[config.mk]
export PLATFORM = sky130hd
export DESIGN_NAME = mux_scan_n_flat
export DESIGN_NICKNAME = d
export VERILOG_FILES = /design/src/rtl/mux_scan_n_pkg.sv /design/src/rtl/mux_scan_n_if.sv /design/src/rtl/mux_scan_n_rr_pick.sv /design/src/rtl/mux_scan_n.sv /design/src/flat_wrapper.sv
export SDC_FILE = /design/constraint.sdc
export NUM_CORES = 1
export LEC_CHECK = 0
export CAP_MARGIN = 5
export CORE_MARGIN = 1.5
export CORE_UTILIZATION = 48
export CTS_BUF_LIST = sky130_fd_sc_hd__clkbuf_8
export DETAILED_ROUTE_END_ITERATION = 7
export HOLD_SLACK_MARGIN = 0.06
export PLACE_DENSITY = 0.93
export REMOVE_ABC_BUFFERS = 1
export SKIP_LAST_GASP = 1
export SYNTH_ARGS = -nofsm -noshare
export SYNTH_HDL_FRONTEND = slang
export SYNTH_SLANG_ARGS = --single-unit
export TNS_END_PERCENT = 20
[constraint.sdc]
create_clock -name clk -period 8.6 [get_ports clk]
set_clock_uncertainty 0.1 [all_clocks]
set_input_delay 2.58 -clock clk [delete_from_list [all_inputs] [get_ports clk]]
set_output_delay 2.58 -clock clk [all_outputs]
set_load 0.02 [all_outputs]
[src/rtl/mux_scan_n_pkg.sv]
// mux_scan_pkg: shared constants and types for the mux_scan_n slice.
//   MODE_MANUAL / MODE_SCAN : values of the mode input
//   out_state_e             : output-stage state (ST_EMPTY / ST_FULL)
//   wrap_add()              : modular index addition used for the rotating pointer
package mux_scan_pkg;

    localparam logic MODE_MANUAL = 1'b0;
    localparam logic MODE_SCAN   = 1'b1;

    typedef enum logic {
        ST_EMPTY = 1'b0,
        ST_FULL  = 1'b1
    } out_state_e;

    // (a + b) mod n, for channel indices that need not wrap at a power of 2.
    function automatic int unsigned wrap_add(int unsigned a, int unsigned b, int unsigned n);
        return (a + b) % n;
    endfunction

endpackage

[src/rtl/mux_scan_n_if.sv]
// mux_scan_n_if: handshake/data bundle between the sources, the mux and the consumer.
//   mode, sel           : select mode and manual channel index
//   d, in_valid         : packed channel data and per-channel valid
//   in_ready            : one-hot grant back to the sources
//   out_ready           : consumer accepts y
//   y, y_valid, y_chan  : registered output word, its valid and its source channel
//   y_par               : even parity of y (0 when parity is not built)
// master = the environment (sources + consumer), slave = the mux.
interface mux_scan_n_if #(
    parameter int unsigned WIDTH    = 2,
    parameter int unsigned CHANNELS = 4
);
    localparam int unsigned SEL_W = $clog2(CHANNELS);

    logic                      mode;
    logic [SEL_W-1:0]          sel;
    logic [CHANNELS*WIDTH-1:0] d;
    logic [CHANNELS-1:0]       in_valid;
    logic [CHANNELS-1:0]       in_ready;
    logic                      out_ready;
    logic [WIDTH-1:0]          y;
    logic                      y_valid;
    logic [SEL_W-1:0]          y_chan;
    logic                      y_par;

    modport master (
        output mode, sel, d, in_valid, out_ready,
        input  in_ready, y, y_valid, y_chan, y_par
    );

    modport slave (
        input  mode, sel, d, in_valid, out_ready,
        output in_ready, y, y_valid, y_chan, y_par
    );

endinterface

[src/rtl/mux_scan_n_rr_pick.sv]
// rr_pick: combinational rotating-priority search.
//   in_valid : per-channel request
//   ptr      : channel with highest priority; search goes upward and wraps
//   found    : some channel is requesting
//   idx      : first requesting channel at or after ptr
module rr_pick
    import mux_scan_pkg::*;
#(
    parameter int unsigned CHANNELS = 4
) (
    input  logic [CHANNELS-1:0]         in_valid,
    input  logic [$clog2(CHANNELS)-1:0] ptr,
    output logic                        found,
    output logic [$clog2(CHANNELS)-1:0] idx
);
    localparam int unsigned SEL_W = $clog2(CHANNELS);

    logic [SEL_W-1:0] cand;

    // Walk offsets from farthest to nearest so the nearest hit is the one left standing.
    always_comb begin
        found = 1'b0;
        idx   = '0;
        cand  = '0;
        for (int i = int'(CHANNELS) - 1; i >= 0; i--) begin
            cand = SEL_W'(wrap_add(32'(ptr), 32'(i), CHANNELS));
            if (in_valid[cand]) begin
                found = 1'b1;
                idx   = cand;
            end
        end
    end

endmodule

[src/rtl/mux_scan_n.sv]
// mux_scan_n: registered N-channel, W-bit multiplexer with valid/ready handshakes.
//   clk, reset : clock and synchronous active-high reset
//   bus        : mux_scan_n_if.slave (mode, sel, d, in_valid, in_ready, out_ready,
//                y, y_valid, y_chan, y_par)
// Manual mode grants channel sel; scan mode grants round-robin from ptr over valid channels.
// One output register stage; in_ready is the combinational one-hot grant.
// Optional feature macro MUX_SCAN_PARITY_EN: registers even parity of y on y_par;
// without it y_par is tied to 0.
module mux_scan_n
    import mux_scan_pkg::*;
#(
    parameter int unsigned WIDTH    = 2,
    parameter int unsigned CHANNELS = 4
) (
    input logic         clk,
    input logic         reset,
    mux_scan_n_if.slave bus
);
    localparam int unsigned SEL_W = $clog2(CHANNELS);

    out_state_e       st_q;
    logic [SEL_W-1:0] ptr_q;
    logic [WIDTH-1:0] y_q;
    logic [SEL_W-1:0] y_chan_q;

    logic             scan_found;
    logic [SEL_W-1:0] scan_idx;
    logic             man_found;
    logic             grant_found;
    logic [SEL_W-1:0] grant_idx;
    logic             load;
    logic [WIDTH-1:0] grant_data;

    rr_pick #(
        .CHANNELS (CHANNELS)
    ) u_rr_pick (
        .in_valid (bus.in_valid),
        .ptr      (ptr_q),
        .found    (scan_found),
        .idx      (scan_idx)
    );

    // Out-of-range sel (possible when CHANNELS is not a power of 2) never grants.
    assign man_found   = (32'(bus.sel) < CHANNELS) && bus.in_valid[bus.sel];
    assign grant_found = (bus.mode == MODE_SCAN) ? scan_found : man_found;
    assign grant_idx   = (bus.mode == MODE_SCAN) ? scan_idx : bus.sel;
    assign load        = ((st_q == ST_EMPTY) || bus.out_ready) && grant_found && !reset;
    assign grant_data  = bus.d[grant_idx*WIDTH +: WIDTH];

    assign bus.in_ready = load ? (CHANNELS'(1) << grant_idx) : '0;

    always_ff @(posedge clk) begin
        if (reset) begin
            st_q     <= ST_EMPTY;
            ptr_q    <= '0;
            y_q      <= '0;
            y_chan_q <= '0;
        end else begin
            unique case (st_q)
                ST_EMPTY: if (load) st_q <= ST_FULL;
                ST_FULL:  if (bus.out_ready && !load) st_q <= ST_EMPTY;
            endcase
            if (load) begin
                y_q      <= grant_data;
                y_chan_q <= grant_idx;
                // The scan pointer is frozen while in manual mode.
                if (bus.mode == MODE_SCAN) begin
                    ptr_q <= SEL_W'(wrap_add(32'(grant_idx), 32'd1, CHANNELS));
                end
            end
        end
    end

`ifdef MUX_SCAN_PARITY_EN
    logic y_par_q;

    always_ff @(posedge clk) begin
        if (reset) begin
            y_par_q <= 1'b0;
        end else if (load) begin
            y_par_q <= ^grant_data;
        end
    end

    assign bus.y_par = y_par_q;
`else
    assign bus.y_par = 1'b0;
`endif

    assign bus.y       = y_q;
    assign bus.y_valid = (st_q == ST_FULL);
    assign bus.y_chan  = y_chan_q;

endmodule

[src/flat_wrapper.sv]
// flat-port wrapper written by rule: the top's interface ports become plain ports
module mux_scan_n_flat import mux_scan_pkg::*;
#(
    parameter int unsigned WIDTH    = 2,
    parameter int unsigned CHANNELS = 4
)
  (clk, reset, bus_mode, bus_sel, bus_d, bus_in_valid, bus_out_ready, bus_in_ready, bus_y, bus_y_valid, bus_y_chan, bus_y_par);
  mux_scan_n_if #(.WIDTH(WIDTH), .CHANNELS(CHANNELS)) bus_i ();
  input logic clk;
  input logic reset;
  input wire logic [$bits(bus_i.mode)-1:0] bus_mode;
  input wire logic [$bits(bus_i.sel)-1:0] bus_sel;
  input wire logic [$bits(bus_i.d)-1:0] bus_d;
  input wire logic [$bits(bus_i.in_valid)-1:0] bus_in_valid;
  input wire logic [$bits(bus_i.out_ready)-1:0] bus_out_ready;
  output wire logic [$bits(bus_i.in_ready)-1:0] bus_in_ready;
  output wire logic [$bits(bus_i.y)-1:0] bus_y;
  output wire logic [$bits(bus_i.y_valid)-1:0] bus_y_valid;
  output wire logic [$bits(bus_i.y_chan)-1:0] bus_y_chan;
  output wire logic [$bits(bus_i.y_par)-1:0] bus_y_par;
  assign bus_i.mode = bus_mode;
  assign bus_i.sel = bus_sel;
  assign bus_i.d = bus_d;
  assign bus_i.in_valid = bus_in_valid;
  assign bus_i.out_ready = bus_out_ready;
  assign bus_in_ready = bus_i.in_ready;
  assign bus_y = bus_i.y;
  assign bus_y_valid = bus_i.y_valid;
  assign bus_y_chan = bus_i.y_chan;
  assign bus_y_par = bus_i.y_par;
  mux_scan_n #(.WIDTH(WIDTH), .CHANNELS(CHANNELS)) u_core (.clk(clk), .reset(reset), .bus(bus_i));
endmodule
==> results by group <==
Outcome
  • Outcome: completed

Worst setup path
  • Crit. End Element: output pin
  • CP arrival: ~5100 ps
  • Critical Path RT: between 5000 and 6000 ps
  • Delay of the slowest cell on the worst path: 560 ps
  • Slowest cell on the critical path: clkdlybuf4s50_1
  • Reg-to-reg startpoint: u_core.ptr_q[0]
  • Crit path launch type: input pin
  • Worst-path cell chain: clkdlybuf4s50_1, nand2b_1, a211o_2, nand4_2, and2_1, inv_1, ha_1, and2_1, clkdlybuf4s50_1
  • Worst R2R Setup Slack: ~6400 ps
  • Path depth of the worst reg2reg path: 7
  • Reg-to-Reg End: u_core.ptr_q[1]
  • Crit-path max FO: 9
  • Critical path class: input pin to output pin

STA
  • Worst hold margin: between 400 and 500 ps
  • Final slew viol count: 0
  • Tcrit/Tclk final: 0.907
  • Fmax: approximately 0.13 GHz
  • Worst-Margin Slew: about 800 ps
  • Final setup TNS: 0 ps
  • Setup violations, final: 0
  • Post-layout min period: a little under 8000 ps
  • Max-slew headroom: 0.464
  • Final worst slack: 802 ps
  • Hold Fails Final Rpt: 0
  • RSZ-0062 raised after global routing: no

Power
  • P per Cell Area: about 140 nW/µm²
  • Peak supply drop: about 0.096 mV
  • Leak: between 0.0003 and 0.0004 µW

Flow run
  • Max-Cap Viols: 0

Synth
  • Asr flop ratio synth: 0
  • Cell count after synthesis: 87
  • Seq/Total Area, Yosys: 0.196
  • Mapped Area: 713 µm²
  • Seq cells post-synth: 7
  • Library cells used by synthesis: 35
  • Avg Cell Area, Syn: just over 8 µm²
  • Most used DFF post-synth: dfxtp_1
  • Post-synth EDFFs: 0
  • Yosys warning count: 0

Finish
  • Synth-to-Final Area Change: 34.9%
  • Layout cells sized above 1: 0.102
  • # fillers: roughly 110
  • Register Area: 140 µm²
  • Area of the multi-input gates: approximately 470 µm²
  • Finished Layout Cells: between 100 and 150
  • Layout Nets: around 130
  • Ant. Diodes: 0

GRT
  • Vias in the first global route: 678
  • First-pass GRT wire length: 2.89 mm
  • Initial antenna violation count: 0
  • GRT overflow: 0
  • Pin count of the biggest net entering global routing: 11
  • GRT Total Usage: 0.216

Clock network
  • Post_cts resized: 0
  • Number of post-CTS setup repair buffers: 0
  • Total CTS buffers: 3
  • Worst skew pair latency: about 230 ps
  • Clock sinks: 7
  • Clock buffer depth: 2
  • Root buf cell: clkbuf_8
  • H-tree depth: 1
  • CTS tree: done
  • CTS clk-pin slew, worst paths: around 40 ps
  • CTS Hold Buffers Added: 0

Placement
  • DP Cell Count: roughly 120
  • Pre-CTS setup slack: 814 ps
  • Gpl congestion: 0.752
  • Hpwl dp: between 1 and 1.5 mm
  • Input/output buffers: 26

Route
  • Number of remaining DRC errors: 0
  • ANT nets after route: 0
  • Vias: about 700
  • Drt first pass iters: 4
  • Initial drt markers: 13
  • Vias per cell: about 5.7
  • Routed WL per cell: about 15 µm
  • Total routed wirelength: ~1.8 mm

Min path
  • Tightest Hold Check Type: flop to flop
  • Hold path cells: 2
  • Hold Crit Endpoint: u_core.bus.y_chan[1]
  • Hold Path Origin: u_core.bus.y_chan[1]

Floorplan
  • Die height: between 40 and 50 µm
  • Die W: between 40 and 50 µm
  • Die footprint: 1730 µm²
  • Core area: ~1400 µm²
  • Initial core utilization: 0.528
  • Ports: 28
  • Row cnt: 13
-- layout by cell type, fill, tap and decap left out, drive strengths merged, types with 2 or more instances in the layout --
| cell type | instances |
|---|---|
| a21oi | 2 |
| o31ai | 2 |
| nand3 | 4 |
| nand3b | 2 |
| mux2i | 3 |
| o211a | 2 |
| o21ai | 2 |
| nand2b | 4 |
| dfxtp | 7 |
| nand2 | 3 |
| o22ai | 2 |
| and2 | 5 |
| nor4 | 2 |
| nor2b | 2 |
| a21boi | 3 |
| clkdlybuf4s50 | 26 |
| nor2 | 9 |
| a211oi | 3 |
| a31oi | 2 |
| ha | 4 |
| inv | 8 |
| clkbuf | 3 |
-- critical path: cells and delay by family --
| kind | cells | cell delay, ps |
|---|---|---|
| buffers and inverters | 3 | 1190 |
| adder cells (fa/ha/maj) | 1 | 210 |
| AND/OR/NAND/NOR | 4 | 810 |
| AO/OA/AOI/OAI | 1 | 330 |
-- cell families (layout without fill, tap and decap cells) --
family	count (synthesis)	in the layout	synth area share
other	1	1	0.00526
AO/OA/AOI/OAI	21	21	0.249
flip-flops	7	7	0.196
buffers and inverters	16	37	0.142
AND/OR/NAND/NOR	34	34	0.263
multiplexers	4	4	0.0737
adder cells (fa/ha/maj)	4	4	0.0702
-- report_power, final --
group	total, µW	switching (µW)	internal (µW)
combinational	49.1	25.0	24.0
clock	44.7	13.9	30.8
sequential	38.9	2.93	35.9
total	133	41.8	90.8
-- flip-flops by register name, summed over array words and instances, names as in the netlist --
signal,count
u_core.bus.y_chan,2
u_core.bus.y_valid,1
u_core.ptr_q,2
u_core.bus.y,2
-- cells in the mapped netlist, types with 2 or more instances --
master    instances  area, µm²
a211oi_1          3       22.5
a21boi_0          3       22.5
a21oi_1           2       10.0
a31oi_1           2       12.5
and2_1            5       31.3
buf_4             4       30.0
buf_6             2       22.5
dfxtp_1           7        140
ha_1              4       50.1
inv_1             6       22.5
mux2i_1           3       30.0
nand2_1           3       11.3
nand2b_1          4       25.0
nand3_1           4       20.0
nand3b_1          2       15.0
nor2_1            8       30.0
nor2b_1           2       12.5
nor4_1            2       12.5
o211a_1           2       20.0
o21ai_0           2       10.0
o22ai_1           2       12.5
o31ai_1           2       15.0
-- cell type report --
class,instances,area share
Multi-Input combinational cell,64,0.490
Tap cell,15,0.0195
Timing Repair Buffer,26,0.270
Sequential cell,7,0.146
Inverter,7,0.0273
Clock inverter,1,0.00390
Clock buffer,3,0.0429
-- stage by stage --
step	area (µm²)	total power, µW	utilization
2_1_floorplan	638	64.5	-
3_3_place_gp	917	85.6	0.679
3_5_place_dp	917	88.0	0.679
4_1_cts	962	134	0.713
5_1_grt	962	140	0.713
6_report	962	133	0.713
-- worst max path at each step --
stage | startpoint | endpoint | slack [ps] | cells after the start
6_report | bus_in_valid[0] | bus_in_ready[2] | 800 | 9
5_1_grt | bus_in_valid[1] | bus_in_ready[2] | 620 | 9
4_1_cts | bus_in_valid[0] | bus_in_ready[2] | 800 | 9
3_5_place_dp | bus_in_valid[0] | bus_in_ready[2] | 810 | 9
3_3_place_gp | bus_in_valid[0] | bus_in_ready[2] | 890 | 9
2_1_floorplan | bus_in_valid[0] | bus_in_ready[0] | 2080 | 7
-- layer usage --
metal  global-route usage  routed length [µm]  vias to the layer above  share of wire
li1                     -                   -                      345              -
met1                0.244                 756                      328           0.42
met2                0.384                 917                       20           0.51
met3               0.0348                  80                        4          0.045
met4                0.110                  31                        0          0.017
met5                    0                   0                        -              0
(Power assumes the default switching activity.)
